### config.mk
export PLATFORM = sky130hd
export DESIGN_NAME = alu_req_sequencer
export DESIGN_NICKNAME = d
export VERILOG_FILES = /design/src/rtl/alu_req_sequencer.sv
export SDC_FILE = /design/constraint.sdc
export NUM_CORES = 1
export LEC_CHECK = 0
export CAP_MARGIN = 20
export CORE_MARGIN = 2
export CORE_UTILIZATION = 40
export CTS_BUF_LIST = sky130_fd_sc_hd__clkbuf_4 sky130_fd_sc_hd__clkbuf_8
export DETAILED_ROUTE_END_ITERATION = 8
export DONT_BUFFER_PORTS = 1
export PLACE_DENSITY = 0.55
export REMOVE_ABC_BUFFERS = 1
export SYNTH_ARGS = -nofsm -noshare
export SYNTH_HDL_FRONTEND = slang
export SYNTH_SLANG_ARGS = --single-unit
export TNS_END_PERCENT = 20
### constraint.sdc
create_clock -name clk -period 1.65 [get_ports clk]
set_clock_uncertainty 0.15 [all_clocks]
set_input_delay 0.33 -clock clk [delete_from_list [all_inputs] [get_ports clk]]
set_output_delay 0.33 -clock clk [all_outputs]
set_load 0.01 [all_outputs]
### src/rtl/alu_req_sequencer.sv
// Round-robin front end that shares one combinational ALU between two requesters.
// Define ALU_SEQ_PERF_EN to build the saturating per-requester grant counters.
module alu_req_sequencer #(
  parameter int WIDTH = 7,
  parameter int OPW   = 3
) (
  input  logic             clk,
  input  logic             rst,
  input  logic             req0_valid,
  output logic             req0_ready,
  input  logic [WIDTH-1:0] req0_a,
  input  logic [WIDTH-1:0] req0_b,
  input  logic [OPW-1:0]   req0_op,
  input  logic             req1_valid,
  output logic             req1_ready,
  input  logic [WIDTH-1:0] req1_a,
  input  logic [WIDTH-1:0] req1_b,
  input  logic [OPW-1:0]   req1_op,
  output logic             rsp0_valid,
  input  logic             rsp0_ready,
  output logic [WIDTH-1:0] rsp0_result,
  output logic [3:0]       rsp0_flags,
  output logic             rsp1_valid,
  input  logic             rsp1_ready,
  output logic [WIDTH-1:0] rsp1_result,
  output logic [3:0]       rsp1_flags,
  output logic [WIDTH-1:0] alu_a,
  output logic [WIDTH-1:0] alu_b,
  output logic [OPW-1:0]   alu_opsel,
  input  logic [WIDTH-1:0] alu_result,
  input  logic             alu_carry,
  input  logic             alu_ovf,
  input  logic             alu_zero,
  input  logic             alu_neg,
  output logic             busy,
  output logic [15:0]      gnt_cnt0,
  output logic [15:0]      gnt_cnt1
);

  typedef enum logic [1:0] {IDLE, EXEC, RESP} state_t;

  state_t           state_q;
  logic             lastGrant_q;
  logic             owner_q;
  logic [WIDTH-1:0] aluA_q, aluB_q;
  logic [OPW-1:0]   aluOp_q;
  logic [WIDTH-1:0] result0_q, result1_q;
  logic [3:0]       flags0_q, flags1_q;
  logic             rsp0Valid_q, rsp1Valid_q;

  logic gnt0, gnt1, inIdle, acc0, acc1;

  // On a tie the requester that did not win last time gets the grant.
  assign gnt0   = req0_valid & (~req1_valid | lastGrant_q);
  assign gnt1   = req1_valid & (~req0_valid | ~lastGrant_q);
  assign inIdle = (state_q == IDLE) & ~rst;

  assign req0_ready = inIdle & gnt0;
  assign req1_ready = inIdle & gnt1;
  assign acc0       = req0_valid & req0_ready;
  assign acc1       = req1_valid & req1_ready;

  assign alu_a       = aluA_q;
  assign alu_b       = aluB_q;
  assign alu_opsel   = aluOp_q;
  assign rsp0_valid  = rsp0Valid_q;
  assign rsp1_valid  = rsp1Valid_q;
  assign rsp0_result = result0_q;
  assign rsp1_result = result1_q;
  assign rsp0_flags  = flags0_q;
  assign rsp1_flags  = flags1_q;
  assign busy        = (state_q != IDLE);

  always_ff @(posedge clk or posedge rst) begin
    if (rst) begin
      state_q     <= IDLE;
      lastGrant_q <= 1'b1;
      owner_q     <= 1'b0;
      aluA_q      <= '0;
      aluB_q      <= '0;
      aluOp_q     <= '0;
      result0_q   <= '0;
      result1_q   <= '0;
      flags0_q    <= '0;
      flags1_q    <= '0;
      rsp0Valid_q <= 1'b0;
      rsp1Valid_q <= 1'b0;
    end else begin
      case (state_q)
        IDLE: begin
          if (acc0) begin
            aluA_q      <= req0_a;
            aluB_q      <= req0_b;
            aluOp_q     <= req0_op;
            owner_q     <= 1'b0;
            lastGrant_q <= 1'b0;
            state_q     <= EXEC;
          end else if (acc1) begin
            aluA_q      <= req1_a;
            aluB_q      <= req1_b;
            aluOp_q     <= req1_op;
            owner_q     <= 1'b1;
            lastGrant_q <= 1'b1;
            state_q     <= EXEC;
          end
        end
        // ALU output has had a full cycle to settle on the registered operands.
        EXEC: begin
          if (!owner_q) begin
            result0_q   <= alu_result;
            flags0_q    <= {alu_neg, alu_zero, alu_ovf, alu_carry};
            rsp0Valid_q <= 1'b1;
          end else begin
            result1_q   <= alu_result;
            flags1_q    <= {alu_neg, alu_zero, alu_ovf, alu_carry};
            rsp1Valid_q <= 1'b1;
          end
          state_q <= RESP;
        end
        RESP: begin
          if (!owner_q && rsp0_ready) begin
            rsp0Valid_q <= 1'b0;
            state_q     <= IDLE;
          end else if (owner_q && rsp1_ready) begin
            rsp1Valid_q <= 1'b0;
            state_q     <= IDLE;
          end
        end
        default: state_q <= IDLE;
      endcase
    end
  end

`ifdef ALU_SEQ_PERF_EN
  logic [15:0] gntCnt0_q, gntCnt1_q;

  always_ff @(posedge clk or posedge rst) begin
    if (rst) begin
      gntCnt0_q <= '0;
      gntCnt1_q <= '0;
    end else begin
      if (acc0 && gntCnt0_q != 16'hFFFF) gntCnt0_q <= gntCnt0_q + 16'd1;
      if (acc1 && gntCnt1_q != 16'hFFFF) gntCnt1_q <= gntCnt1_q + 16'd1;
    end
  end

  assign gnt_cnt0 = gntCnt0_q;
  assign gnt_cnt1 = gntCnt1_q;
`else
  assign gnt_cnt0 = 16'h0000;
  assign gnt_cnt1 = 16'h0000;
`endif

endmodule

==> results.txt, run 1 <==
The XOR/XNOR share of the synthesized area works out to 0%. The capture instance of the worst register-to-register path was alu_a[5]$_DFFE_PP0P_. Clock sink count: 45.

In this run the most critical hold path is launched from alu_ovf. The final reports fail on negative setup slack. The starting density of the core is 40.8%. The run gives 586 as the number of filler instances in the final layout.

The run gives 60.1% as the headroom to the max-slew limit. The post-route total power is 4.38 mW. The routed via count divided by cell count came out at 5.42. Data on the critical path is required at its endpoint by 1.17 ns. The smallest clock period supported by the final layout is computed as 1.70 ns. In this run, synthesis produced a sequential element count of 45. The synthesized instance count was 216. For the initial antenna violation count, the log shows 0.

Leaving out fill and tap cells, the most frequent cell in the layout is dfrtp_1. For the final hold violation count, the log shows 0. The final routed wirelength across all metal layers is 5190 µm. The number of buffers added on ports was 0; the sequential fraction of the synthesis area was 47.3%. Clock-pin slew was measured on the worst setup and hold paths at 0.08 ns. Counting along the longest clock path gives a buffer depth of 2.

The total area inside the core boundary comes to 0.00585 mm². The total overflow left after global routing is 0. The via count of the first global-routing pass came out at 1589. Setup repair after global routing could not meet its margin everywhere. The final setup slack of the worst path was -0.0527 ns. At the pin with the least slew margin, the transition time is 0.597 ns.

The tools report the minimum setup slack after placement as -0.0396 ns. The cell sitting at the root of the clock tree is a clkbuf_8. The floorplan step defined a die boundary enclosing 0.00660 mm².

Share of synthesized cell area in full adder, half adder and majority cells: 0%. The worst hold path terminates at rsp1_flags[1]$_DFFE_PP0N_. The total inserted antenna cells is 0. In this run the power density over the cells is 1690 mW/mm². Summing the areas of all compound-gate instances in the mapped netlist gives 17.4% of the synthesized area. Derived from the worst setup path, the maximum achievable clock frequency is 0.587 GHz.

The worst register-to-register path begins at state_q[1]$_DFFE_PP0P_. TritonCTS built the clock tree. Of the post-synthesis cell area, the part taken by muxes is 10.4%. The run gives 4 as the count of TritonRoute iterations in the first routing pass. The length in cells of the worst reg-to-reg path is 4. After legalization and detailed placement, the total HPWL measured 3660 µm.

By area, the combinational part of the netlist is dominated by compound AO/OA/AOI/OAI gates. STA classifies the critical path endpoint as a primary output. After synthesis, the mean cell area works out to 11.0 µm². The floorplan step set the die width to 81.2 µm. The number of primary I/O pins is 127. The simple logic cell fraction of the synthesized area is 8.97%, and the final cycle utilization of the critical path is 103%.

The run gives 5 as the clock buffer count from CTS. In this run the number of H-tree levels came out at 2. Routability-driven placement finished with a final weighted congestion of 0.766. The worst reg-to-reg setup slack came out at -0.03 ns. Along the worst path, the maximum fanout reaches 3. The relative area change from synthesis to final layout came out at 8.81%. The run finished, with violations left. The logs give 0 for the max-slew violation total from the final report and 1.08 nW for the leakage power total.

The run gives 0 as the residual DRC count. The cell count of the worst hold path works out to 1. Setup violations remaining at the end of the flow were counted as 10. In the layout the commonest cells are dfrtp_1 (43), conb_1 (32), a21oi_1 (21), nand4_1 (17), a31oi_1 (17). The largest vdd supply drop is 599 µV, and the net count reported at finish is 274.

The count of nets left with antenna violations once routing finished came out at 0. The worst setup path is of the flop to primary output kind. Global routing consumed, over all layers together, 15.7% of the routing resources. The first-pass GRT wire length came out at 7910 µm. Vias after detailed routing: 1622.

The die is 81.2 µm tall. Cells with a size suffix above 1 make up 29.5% of the layout. In this run the worst hold path is classified as primary input to flop. STA classifies the critical path startpoint as a flop. The initialized floorplan defines 28 standard-cell rows.

Synthesized cell area: 0.00238 mm². The clock reaches the later pin of the worst-skew pair after 0.29 ns. The reported max-cap violation count is 0, and the wire length per cell after detailed routing is 17.4 µm. Entering global routing, the biggest net connects 26 pins. Data on the critical path arrives at its endpoint at 1.22 ns. Yosys printed 0 warnings. The run gives 55 as the DRC violation total after the first TritonRoute iteration. The number of different library cells used by synthesis comes to 32.
-- how the worst max path moves through the flow --
stage | slack, ns | end | cells after the start | start
3_3_place_gp | -0.003 | alu_a[5]$_DFFE_PP0P_ | 4 | state_q[1]$_DFFE_PP0P_
6_report | -0.05 | req1_ready | 3 | state_q[0]$_DFFE_PP0P_
3_5_place_dp | -0.04 | alu_a[3]$_DFFE_PP0P_ | 3 | lastGrant_q$_DFFE_PP1P_
5_1_grt | -0.11 | req1_ready | 3 | state_q[0]$_DFFE_PP0P_
4_1_cts | -0.06 | req1_ready | 2 | state_q[1]$_DFFE_PP0P_
2_1_floorplan | -0.44 | alu_opsel[2]$_DFFE_PP0P_ | 3 | state_q[0]$_DFFE_PP0P_
-- synthesized netlist by cell type --
cell type,instances,area (µm²)
a21o_1,2,15.0
a21oi_1,21,105
a31oi_1,17,106
and2_1,1,6.26
and3_1,1,6.26
buf_12,1,20.0
buf_2,10,50.1
buf_4,32,240
buf_6,3,33.8
clkbuf_1,5,18.8
clkinv_1,1,3.75
conb_1,1,3.75
dfrtp_1,44,1100
dfstp_2,1,26.3
inv_1,3,11.3
mux2_1,10,113
mux2_2,12,135
nand2_1,3,11.3
nand2b_1,3,18.8
nand3_1,1,5.00
nand4_1,17,106
nand4b_1,1,8.76
nor2_1,1,3.75
nor2b_1,1,6.26
nor3_4,1,16.3
o21ai_0,2,10.0
o31ai_1,7,52.6
o31ai_2,10,125
or2_0,1,6.26
or2_1,1,6.26
or2_2,1,6.26
or3_1,1,6.26
-- timing repair --
action | CTS | global route
endpoints found under the hold margin | 44 | 1
hold buffers | 1 | 1
pin swaps | 3 | 2
buffers inserted | 3 | 1
gates resized for setup | 8 | 11
endpoints found under the setup margin | 12 | 42
-- metal layers --
| layer | track usage, % | part of all wire (%) | up-vias |
|---|---|---|---|
| met2 | 25.8 | 49 | 96 |
| met5 | 0 | 0 | - |
| met3 | 8.44 | 13 | 4 |
| met4 | 3.90 | 0.44 | 0 |
| met1 | 18.0 | 38 | 786 |
| li1 | - | - | 736 |
-- flip-flops by register name, summed over array words and instances (netlist names) --
register,flops
owner_q,1
state_q,2
rsp0_result,7
lastGrant_q,1
rsp1_flags,4
alu_a,7
rsp0_flags,4
alu_b,7
rsp1_valid,1
rsp0_valid,1
alu_opsel,3
rsp1_result,7
-- final cells by class --
cell class | count | area, µm² | share of cell area [%]
Clock buffer | 8 | 91.3 | 3.52
Sequential cell | 45 | 1130 | 43.5
Timing Repair Buffer | 20 | 204 | 7.86
Multi-Input combinational cell | 147 | 1060 | 40.9
Tap cell | 75 | 93.8 | 3.62
Inverter | 4 | 15.0 | 0.579
-- stage by stage --
stage	std cells	TNS (ns)	utilization [%]	hold WS [ns]	cell area (µm²)
after floorplan	196	-10.26	-	0.312	2140
after global placement	285	-0.00329	40.6	0.118	2380
after detailed placement	285	-0.114	40.6	0.117	2380
after CTS	297	-0.270	43.2	0.00686	2530
after global routing	299	-1.46	44.4	0.00352	2590
final	299	-0.183	44.4	0.0261	2590
-- kinds of logic after synthesis --
| family | count (synthesis) |
|---|---|
| AO/OA/AOI/OAI | 59 |
| buffers and inverters | 55 |
| flip-flops | 45 |
| multiplexers | 22 |
| other | 1 |
| AND/OR/NAND/NOR | 34 |
-- report_power, final --
part	switching, mW	internal, mW
clock	0.334	0.350
combinational	0.685	0.691
sequential	0.659	1.66
-- worst max-delay path: stages (launching register included) --
cell	delay (ns)
dfrtp_1	0.39
buf_6	0.13
nor3_4	0.16
and3_4	0.26
Power figures use the tool's default switching activity.
==> inputs of run 2 (changes only) <==
ABC_AREA = 1   (was not set)
==> run 2 against run 1 <==
Effect of this change: the run still ends with negative setup slack left; area after synthesis shrank 4.6%; fmax is essentially flat; largest cell class unchanged; via count grew 2.4%; combinational power shrank 15%; register-to-register slack gained 0.02 ns; cell count grew 18%; setup slack lost 0.00058 ns; critical path type unchanged; sequential power shrank 3%; sequential share of layout area grew 3.6 points; critical endpoint is now req0_ready; count of clock-buffer cells in the layout shrank 3; first-iteration DRC count grew 67%.
==> results.txt, run 2 <==
The initial antenna violation count is 0 (unchanged), and the largest vdd supply drop is 610 µV (was 599 µV). The half-perimeter wire length of the detailed placement result is 3500 µm (was 3660 µm), and the final cycle utilization of the critical path is 103% (about the same). The floorplan row count is 27 (was 28).

The worst min-delay path category is primary input to flop (unchanged). The routed via count divided by cell count is 4.69 (was 5.42), and the die extent in y is 79.4 µm (was 81.2 µm). The category of the critical setup timing path was flop to primary output (unchanged).

The run gives 1.17 ns (about the same) as the required time reported for the critical path endpoint. The number of enable-type register cells in the synthesized netlist was 0 (unchanged). For the final hold violation count, the log shows 0 (unchanged).

The global-route usage over all layers came out at 16.1% (was 15.7%). The kind of launch point of the worst setup path was a flop (unchanged). Most frequent cells in the layout: nand2_1 (94), dfrtp_1 (44), nand3_1 (37), conb_1 (32), o21ai_0 (27) (was dfrtp_1 (43), conb_1 (32), a21oi_1 (21), nand4_1 (17), a31oi_1 (17)). The clock slew seen by the registers of the worst setup and hold paths came out at 0.10 ns (was 0.08 ns).

The category of cells accounting for the largest share of critical-path delay was flip-flops (was simple AND/OR/NAND/NOR gates). The run gives 354 (was 299) as the post-layout instance count excluding filler cells. Number of primary I/O pins: 127 (unchanged). The number of warnings reported in the yosys synthesis log was 0 (unchanged).

The library cell contributing the largest single delay on the critical path was dfstp_2 (was dfrtp_1). The run gives 0 (unchanged) as the total inserted antenna cells. The net count reported at finish was 332 (was 274); the count of antenna-violating nets left after detailed routing was 0 (unchanged).

The buffers plus inverters on the worst setup path is 2 (was 1), and the minimum setup slack after placement is 0.103 ns (was -0.0396 ns). Die outline area: 0.00631 mm² (was 0.00660 mm²). The vias after detailed routing is 1661 (was 1622).

The relative area change from synthesis to final layout is 5.23% (was 8.81%), and the final routed wirelength across all metal layers is 4950 µm (was 5190 µm). Total negative slack: -0.107 ns (was -0.183 ns). Wire length per cell after detailed routing: 14.0 µm (was 17.4 µm). The tools report the latest clock arrival within the worst-skew pair as 0.30 ns (was 0.29 ns).

The most common cell in the netlist is nand2_1 (was dfrtp_1). The sum of overflow across all layers after global routing was 0 (unchanged). The tools report the post-place instance area as 0.00226 mm² (was 0.00238 mm²). TritonCTS built the clock tree. The final design utilization is 43.5% (was 44.4%).

The first-pass GRT wire length is 7760 µm (was 7910 µm), and the post-route cell area is 0.00239 mm² (was 0.00259 mm²). For the number of filler instances in the final layout, the log shows 567 (was 586). For the sequential fraction of the synthesis area, the log shows 49.6% (was 47.3%). The logs give 45 (unchanged) for the clock sink count and 1437 (was 1589) for the via count of the first global-routing pass.

Final-report setup violation count: 4 (was 10). The flow ran to the end, but the final reports show violations. The final setup slack of the worst path is -0.0533 ns (was -0.0527 ns), and the placer's final routability congestion estimate is 0.735 (was 0.766). The synthesized cell area came out at 0.00227 mm² (was 0.00238 mm²).

Setup repair after global routing could not meet its margin everywhere. Worst reg-to-reg setup slack: -0.01 ns (was -0.03 ns). The maximum number of pins on one net before global-route repair was 28 (was 26); the number of logic stages on the critical path including buffering was 4 (was 3). The length in cells of the worst reg-to-reg path is 9 (was 4). The cell type with the highest aggregate area in the netlist was dfrtp_1 (unchanged). For the H-tree level count, the log shows 2 (unchanged). The share of synthesized registers carrying an async set or reset works out to 100% (unchanged). Failing checks: negative setup slack (unchanged). The floorplan die width works out to 79.4 µm (was 81.2 µm). The synthesized instance count was 275 (was 216). The average instance area after synthesis works out to 8.27 µm² (was 11.0 µm²). The run gives 41.3% (was 40.8%) as the starting density of the core. Leading post-synthesis cells by cell area: dfrtp_1 (48%), nand2_1 (16%), buf_4 (11%) (was dfrtp_1 (46%), buf_4 (10%), mux2_2 (5.7%)). Cell Chain, Critical Path: inv_2 -> a21boi_4 -> nand2_4 -> inv_2 (was buf_6 -> nor3_4 -> and3_4). The DRC violation total after the first TritonRoute iteration is 92 (was 55). The commonest non-fill, non-tap cell in the layout was nand2_1 (was dfrtp_1). The tools report the max-slew violation total from the final report as 0 (unchanged).

The run gives 0.00551 mm² (was 0.00585 mm²) as the core footprint. The power per unit of standard cell area came out at 1730 mW/mm² (was 1690 mW/mm²). The most common flop cell mapped by yosys is dfrtp_1 (unchanged). The share of post-route cells with drive strength above 1 is 11.7% (was 29.5%), and the count of cell types in the netlist is 18 (was 32). Shortest clock period the worst path allows after layout: 1.70 ns (about the same). Delay of the slowest cell on the worst path: 0.56 ns (was 0.39 ns). The cell count of the worst hold path is 2 (was 1).

Cell occurring most often along the worst timing path: inv_2. The kind of end point of the critical path was a primary output (unchanged). The synthesis-stage register bit count is 45 (unchanged), and the fmax is 0.587 GHz (about the same). Area fraction of the dominant cell type after synthesis: 48.4% (was 46.2%). The leakage power total was 1.31 nW (was 1.08 nW); the number of buffers added on ports was 0 (unchanged).

Commonest cells post-synth: nand2_1 (94), dfrtp_1 (44), nand3_1 (37), buf_4 (32), o21ai_0 (27) (was dfrtp_1 (44), buf_4 (32), a21oi_1 (21), a31oi_1 (17), nand4_1 (17)). The cell count after placement is 343 (was 285), and the residual DRC count is 0 (unchanged). The tools report the clock buffer count from CTS as 5 (unchanged). The reported max-cap violation count is 0 (unchanged), and the maximum number of buffers from clock root to sink is 2 (unchanged). The highest fanout seen on the critical path is 3 (unchanged), and the count of TritonRoute iterations in the first routing pass is 4 (unchanged). The data arrival time of the critical path was 1.22 ns (about the same). Root cell of the clock tree: clkbuf_8 (unchanged).
## run 2: cell types whose count changed after synthesis, moves of 12 or more
cell,delta
nand4_1,-17
nand2_1,+91
o21ai_0,+25
nand3_1,+36
mux2_2,-12
inv_1,+12
a21oi_1,-21
a31oi_1,-17
## run 2: metrics by stage
| stage | hold slack (ns) | total power, mW |
|---|---|---|
| after floorplan | 0.306 | 3.02 |
| after global placement | 0.0962 | 3.41 |
| after detailed placement | 0.0999 | 3.44 |
| after CTS | 0.0196 | 4.18 |
| after global routing | 0.0259 | 4.49 |
| final | 0.0252 | 4.13 |
## run 2: kinds of logic after synthesis
group / after synthesis / synth area share [%]
AOI/OAI and AO/OA: 29 / 7.10
other: 1 / 0.165
DFF: 45 / 49.6
buffers and inverters: 63 / 16.9
and+or+nand+nor: 137 / 26.2
## run 2: where the power goes
group          total (mW)  switching, mW  internal (mW)
sequential           2.26          0.615           1.64
clock               0.700          0.399          0.301
combinational        1.17          0.729          0.446
total                4.13           1.74           2.39
## run 2: worst paths after layout
check / from / end
setup / recovery: lastGrant_q$_DFFE_PP1P_ / req0_ready
hold / removal: alu_neg / rsp1_flags[3]$_DFFE_PP0N_
setup reg to reg: lastGrant_q$_DFFE_PP1P_ / alu_a[0]$_DFFE_PP0P_
hold reg to reg: state_q[1]$_DFFE_PP0P_ / state_q[1]$_DFFE_PP0P_
max in group asynchronous: rst / rsp0_flags[1]$_DFFE_PP0P_
min in group asynchronous: rst / alu_opsel[0]$_DFFE_PP0P_
## run 2: worst reg2reg max path: stages (launching register included)
cell and delay (ns):
dfstp_2 0.56, inv_2 0.05, a21boi_4 0.16, nand2_4 0.07
buf_4 0.18, buf_12 0.17, nand2_1 0.07, nand2_1 0.04
nand2_1 0.05, nand2_1 0.05
## run 2: metal layers
metal,wire length (µm),GRT usage (%)
met5,0,0
met3,458,6.22
met2,2340,24.7
met1,2090,21.1
met4,62,5.17
## run 2: timing repair
action | in CTS | in global routing
buffers inserted | 2 | 0
hold buffers | 1 | 0
pin swaps | 1 | 0
gates resized for setup | 2 | 2
setup endpoints to repair | 2 | 19
endpoints found under the hold margin | 17 | 0
## run 2: layout make-up
type                    instances  area (µm²)  area share (%)
flip-flops and latches         45        1130            47.1
multi-input cells             198         896            37.4
repair buffers                 12         118            4.91
well taps                      72        90.1            3.76
inverters                      19        71.3            2.98
clock buffers                   5        68.8            2.88
clock inverters                 3        22.5           0.941
==> RTL edit 1, RTL diff (flow settings as in run 1) <==
The parameter `OPW` goes from 3 to 5.
--- a/src/rtl/alu_req_sequencer.sv
+++ b/src/rtl/alu_req_sequencer.sv
@@ -3,5 +3,5 @@
 module alu_req_sequencer #(
   parameter int WIDTH = 7,
-  parameter int OPW   = 3
+  parameter int OPW   = 5
 ) (
   input  logic             clk,
Ports: changed (resized alu_opsel, req0_op and req1_op); port bits go from 127 to 133. No check against the original RTL was run, so the function may have changed too.
==> RTL edit 1 against run 1 <==
- the flow still finishes with violations (setup timing)
- worst setup slack worse by 0.059 ns
- final area rose by 16%
- cell count is 8.4% higher
- power grew 16%
- wire length rose by 15%
- utilization is 6.6 points higher
- area after synthesis up 3.1%
- synthesized cell count rose by 5.1%
- sequential cell count increased by 2
- worst hold slack got worse by 0.023 ns
- critical path type unchanged
- largest cell class is now multi-input combinational cells
- largest power group unchanged
==> RTL edit 1: results (changes against run 1) <==
outcome finished, violations left; failing checks setup timing; Placed Instances 300 (+5.3%); clock slew at the register clock pins of the worst setup and hold paths 0.10 ns (+0.02 ns); DR vias/cell 5.47 (+0.88%); routability congestion estimate 0.742 (-3.1%); worst-case hold path end point alu_b[4]$_DFFE_PP0P_; Worst Hold Slack 0.00310 ns (-0.0230 ns); vias in the first global route 1,718 (+8.1%); worst reg2reg startpoint state_q[0]$_DFFE_PP0P_; non-filler instance count after layout 324 (+8.4%); leakage power 1.24 nW (+15%); hold wc startpoint req1_b[4]; Gate Count Post-Synth 227 (+5.1%); Worst-Margin Slew 1.20 ns (+0.598 ns); most area-consuming cells after synthesis dfrtp_1 47%, mux2_1 10%, buf_4 9.8%; depth of the worst register-to-register path 5 (+1); maximum number of pins on one net before global-route repair 34 (+31%); crit path DAT 1.28 ns (+0.06 ns); layout cell share with drive strength beyond 1 0.261 (-0.0336); count of routing violations after the opening detailed-route iteration 46 (-16%); sequential area share after synthesis 0.479 (+0.00592); total routing usage reported by global routing 0.165 (+0.00786); Commonest cells post-synth 46 x dfrtp_1, 32 x buf_4, 22 x mux2_1, 21 x a21oi_1; final HPWL from detailed placement 3890 µm (+6.2%); setup-violating endpoint count in the final report 13 (+3); Final TNS setup -0.569 ns (-0.386 ns); proportion of synthesized area in mux cells 0.101 (-0.00317); global-route wire length before repair 8560 µm (+8.1%); final worst-path setup slack -0.112 ns (-0.0590 ns); count of different cell masters after synthesis 31 (-3.1%); worst ir drop on vdd 0.667 mV (+11%); area fraction in compound gates after synthesis 0.188 (+0.0140); post-detailed-routing wire length 5970 µm (+15%); Clock Latency Late Sink 0.29 ns (about the same); Reg2Reg Capture Point alu_b[6]$_DFFE_PP0P_; Min-Delay Path Depth 2 (+1); cell class contributing the biggest share of worst-path delay simple AND/OR/NAND/NOR gates; Max H-tree Level 2 (unchanged); Placed Instance Area 0.00253 mm² (+6.5%); Diodes inserted 0 (unchanged); buffer cell driving the clock tree root clkbuf_8; setup slack of the worst register-to-register path -0.04 ns; design internal power 0.00318 W (+18%)
[RTL edit 1: changes by cell type in the layout (fill, tap and decap cells not counted), moves of 3 or more]
| cell | change |
|---|---|
| mux2_1 | +10 |
| dlygate4sd3_1 | +9 |
| o31ai_4 | +7 |
| dfrtp_1 | +3 |
| o31ai_2 | -3 |
| mux2_2 | -12 |
[RTL edit 1: cells by family after synthesis]
group	after synthesis
buffers and inverters	56
other	1
and+or+nand+nor	36
DFF	47
AOI/OAI and AO/OA	65
muxes	22
[RTL edit 1: power groups by stage]
stage | clock [W] | sequential (W) | combinational, W
2_1_floorplan | 0 | 0.00229 | 0.000899
3_3_place_gp | 0 | 0.00239 | 0.00137
3_5_place_dp | 0 | 0.00240 | 0.00140
4_1_cts | 0.00102 | 0.00238 | 0.00145
5_1_grt | 0.00107 | 0.00247 | 0.00183
6_report | 0.000998 | 0.00239 | 0.00169
[RTL edit 1: per-stage QoR]
stage,setup slack [ns],utilization
after floorplan,-0.985,-
after global routing,-0.177,0.509
after detailed placement,-0.0680,0.428
after CTS,-0.118,0.462
after global placement,-0.0364,0.428
final,-0.112,0.509
[RTL edit 1: how the worst max path moves through the flow]
stage | cells past startpoint | startpoint | slack, ns | endpoint
2_1_floorplan | 3 | state_q[0]$_DFFE_PP0P_ | -0.98 | alu_opsel[0]$_DFFE_PP0P_
3_3_place_gp | 3 | state_q[1]$_DFFE_PP0P_ | -0.04 | req1_ready
3_5_place_dp | 3 | lastGrant_q$_DFFE_PP1P_ | -0.07 | alu_b[3]$_DFFE_PP0P_
4_1_cts | 3 | state_q[0]$_DFFE_PP0P_ | -0.12 | req1_ready
5_1_grt | 4 | lastGrant_q$_DFFE_PP1P_ | -0.18 | req0_ready
6_report | 3 | state_q[0]$_DFFE_PP0P_ | -0.11 | req1_ready
[RTL edit 1: area by class of cell]
cell class                 instances  area [µm²]
multi-input combinational        155        1200
inverter                           4        15.0
clock inverter                     2        60.1
fill                             542        2910
clock buffer                       6        76.3
tap                               75        93.8
sequential                        47        1180
timing repair buffer              35         390
[RTL edit 1: repair_timing]
action,in CTS,in global routing
endpoints found under the hold margin,13,9
cloned,0,3
gates resized for setup,8,22
hold buffers,2,9
setup endpoints to repair,31,33
buffers inserted,2,0
pin swaps,2,23
[RTL edit 1: routing by layer]
layer | up-vias | global-route usage | wire length (µm)
li1 | 814 | - | -
met1 | 858 | 0.198 | 2440
met2 | 95 | 0.273 | 2790
met3 | 6 | 0.0663 | 674
met4 | 0 | 0.0467 | 63
met5 | - | 0 | 0
==> RTL edit 2, RTL diff (flow settings as in run 1) <==
Without the edit above. Re-encode `state_t` (3 states) as one-hot, 3 bits wide.
--- a/src/rtl/alu_req_sequencer.sv
+++ b/src/rtl/alu_req_sequencer.sv
@@ -38,5 +38,5 @@
 );
 
-  typedef enum logic [1:0] {IDLE, EXEC, RESP} state_t;
+  typedef enum logic [2:0] {IDLE = 3'b001, EXEC = 3'b010, RESP = 3'b100} state_t;
 
   state_t           state_q;
Check against the original RTL: same outputs for any inputs over 10 cycles, from zero or initial values and one cycle with rst high; not proved beyond that.
==> RTL edit 2 against run 1 <==
- largest cell class unchanged
- worst setup slack got worse by 0.39 ns
- sequential cell count increased by 1
- largest power group unchanged
- wire length decreased by 0.39%
- fmax decreased by 19%
- final area increased by 6.0%
- the flow still finishes with violations (setup timing)
- power increased by 12%
- area after synthesis decreased by 3.6%
==> RTL edit 2: results (changes against run 1) <==
Fill cells 497 (-15%); setup-violating endpoint count in the final report 45 (+35); launching element of the worst setup path state_q[0]$_DFFE_PP1P_; peak per-stage delay on the critical path 0.53 ns (+0.14 ns); leakage power 1.19 nW (+9.8%); maximum number of pins on one net before global-route repair 22 (-15%); total routing usage reported by global routing 0.162 (+0.00455); Critical Path Fanout Max 2 (-1); global-route wire length before repair 7920 µm (about the same); crit path DAT 1.61 ns (+0.39 ns); count of routing violations after the opening detailed-route iteration 33 (-40%); met1 routing resource usage after global routing 0.169 (-0.0102); final HPWL from detailed placement 3740 µm (+2.3%); GR met2 Demand/Resource 0.297 (+0.0396); Final TNS setup -9.38 ns (-9.20 ns); worst slack at placement -0.209 ns (-0.169 ns); final worst-path setup slack -0.444 ns (-0.391 ns); antenna violations before repair 0 (unchanged); count of different cell masters after synthesis 34 (+6.3%); GR Layer Usage met3 0.0713 (-0.0132); sequential area share after synthesis 0.502 (+0.0289); layout cell share with drive strength beyond 1 0.402 (+0.107); hold wc startpoint alu_zero; Wirelength per Cell 19.1 µm (+9.9%); final layout net count 249 (-9.1%); Worst Hold Slack 0.0265 ns (+0.000435 ns); outcome finished, violations left; Commonest cells post-synth 44 x dfrtp_1, 32 x buf_4, 22 x mux2_2, 17 x o32ai_1, 9 x a2bb2oi_1; routability congestion estimate 0.748 (-2.3%); failing checks setup timing; worst ir drop on vdd 0.723 mV (+21%); most area-consuming cells after synthesis dfrtp_1 48%, mux2_2 11%, buf_4 10%; setup slack of the worst register-to-register path -0.41 ns (-0.38 ns); vias in the first global route 1,538 (-3.2%)
-- RTL edit 2: cell count changes after synthesis, sizes merged, moves of 2 or more --
cell and delta:
or2 -3, a2bb2oi +17, a21o -2, buf -6
nand2 -3, a31oi -15, o31ai -17, a21oi -17
nor2 +5, nand4 -17, o32ai +17
-- RTL edit 2: final timing paths --
kind / cells past startpoint / end
max in group asynchronous: 3 / rsp1_result[2]$_DFFE_PP0N_
worst max-delay path: 3 / req0_ready
worst max register to register: 6 / alu_a[1]$_DFFE_PP0P_
min in group asynchronous: 2 / owner_q$_DFFE_PP0P_
worst min-delay path: 1 / rsp0_flags[2]$_DFFE_PP0P_
worst min register to register: 2 / lastGrant_q$_DFFE_PP1P_
-- RTL edit 2: power breakdown --
part / leakage (nW) / switching [W] / internal [W]
Sequential: 0.539 / 0.000672 / 0.00166
Clock: 0.0714 / 0.000366 / 0.000646
Combinational: 0.579 / 0.000576 / 0.000963
-- RTL edit 2: layout make-up --
cell class	count	area share
Clock buffer	6	0.0300
Clock inverter	2	0.0218
Inverter	4	0.00546
Multi-Input combinational cell	117	0.382
Sequential cell	46	0.419
Tap cell	72	0.0327
Timing Repair Buffer	24	0.109
-- RTL edit 2: per-stage QoR --
| step | cell area, µm² | std cells |
|---|---|---|
| after floorplan | 2100 | 167 |
| after global placement | 2370 | 256 |
| after detailed placement | 2370 | 256 |
| after CTS | 2660 | 269 |
| after global routing | 2750 | 271 |
| final | 2750 | 271 |
-- RTL edit 2: metal layers --
layer	routed length, µm	part of all wire
met1	1790	0.35
met2	2800	0.54
met3	540	0.10
met4	36	0.0070
met5	0	0
-- RTL edit 2: logic make-up (layout without fill, tap and decap cells) --
kind of cell	count (synthesis)	after routing	share of synthesized area
other	1	32	0.00163
AND/OR/NAND/NOR	17	17	0.0582
buffers and inverters	48	36	0.144
multiplexers	23	23	0.113
AO/OA/AOI/OAI	45	45	0.182
flip-flops	46	46	0.502
-- RTL edit 2: what timing repair did --
action,CTS,global route
hold buffers,2,0
setup buffers,1,2
endpoints found under the hold margin,23,0
gates cloned,2,0
pin swaps,2,1
gates resized for setup,13,19
endpoints found under the setup margin,44,45
-- RTL edit 2: worst max-delay path: cells and delay by family (launching register included) --
family / cells / cell delay, ns
flops: 1 / 0.53
buf+inv: 1 / 0.14
simple gates: 2 / 0.65
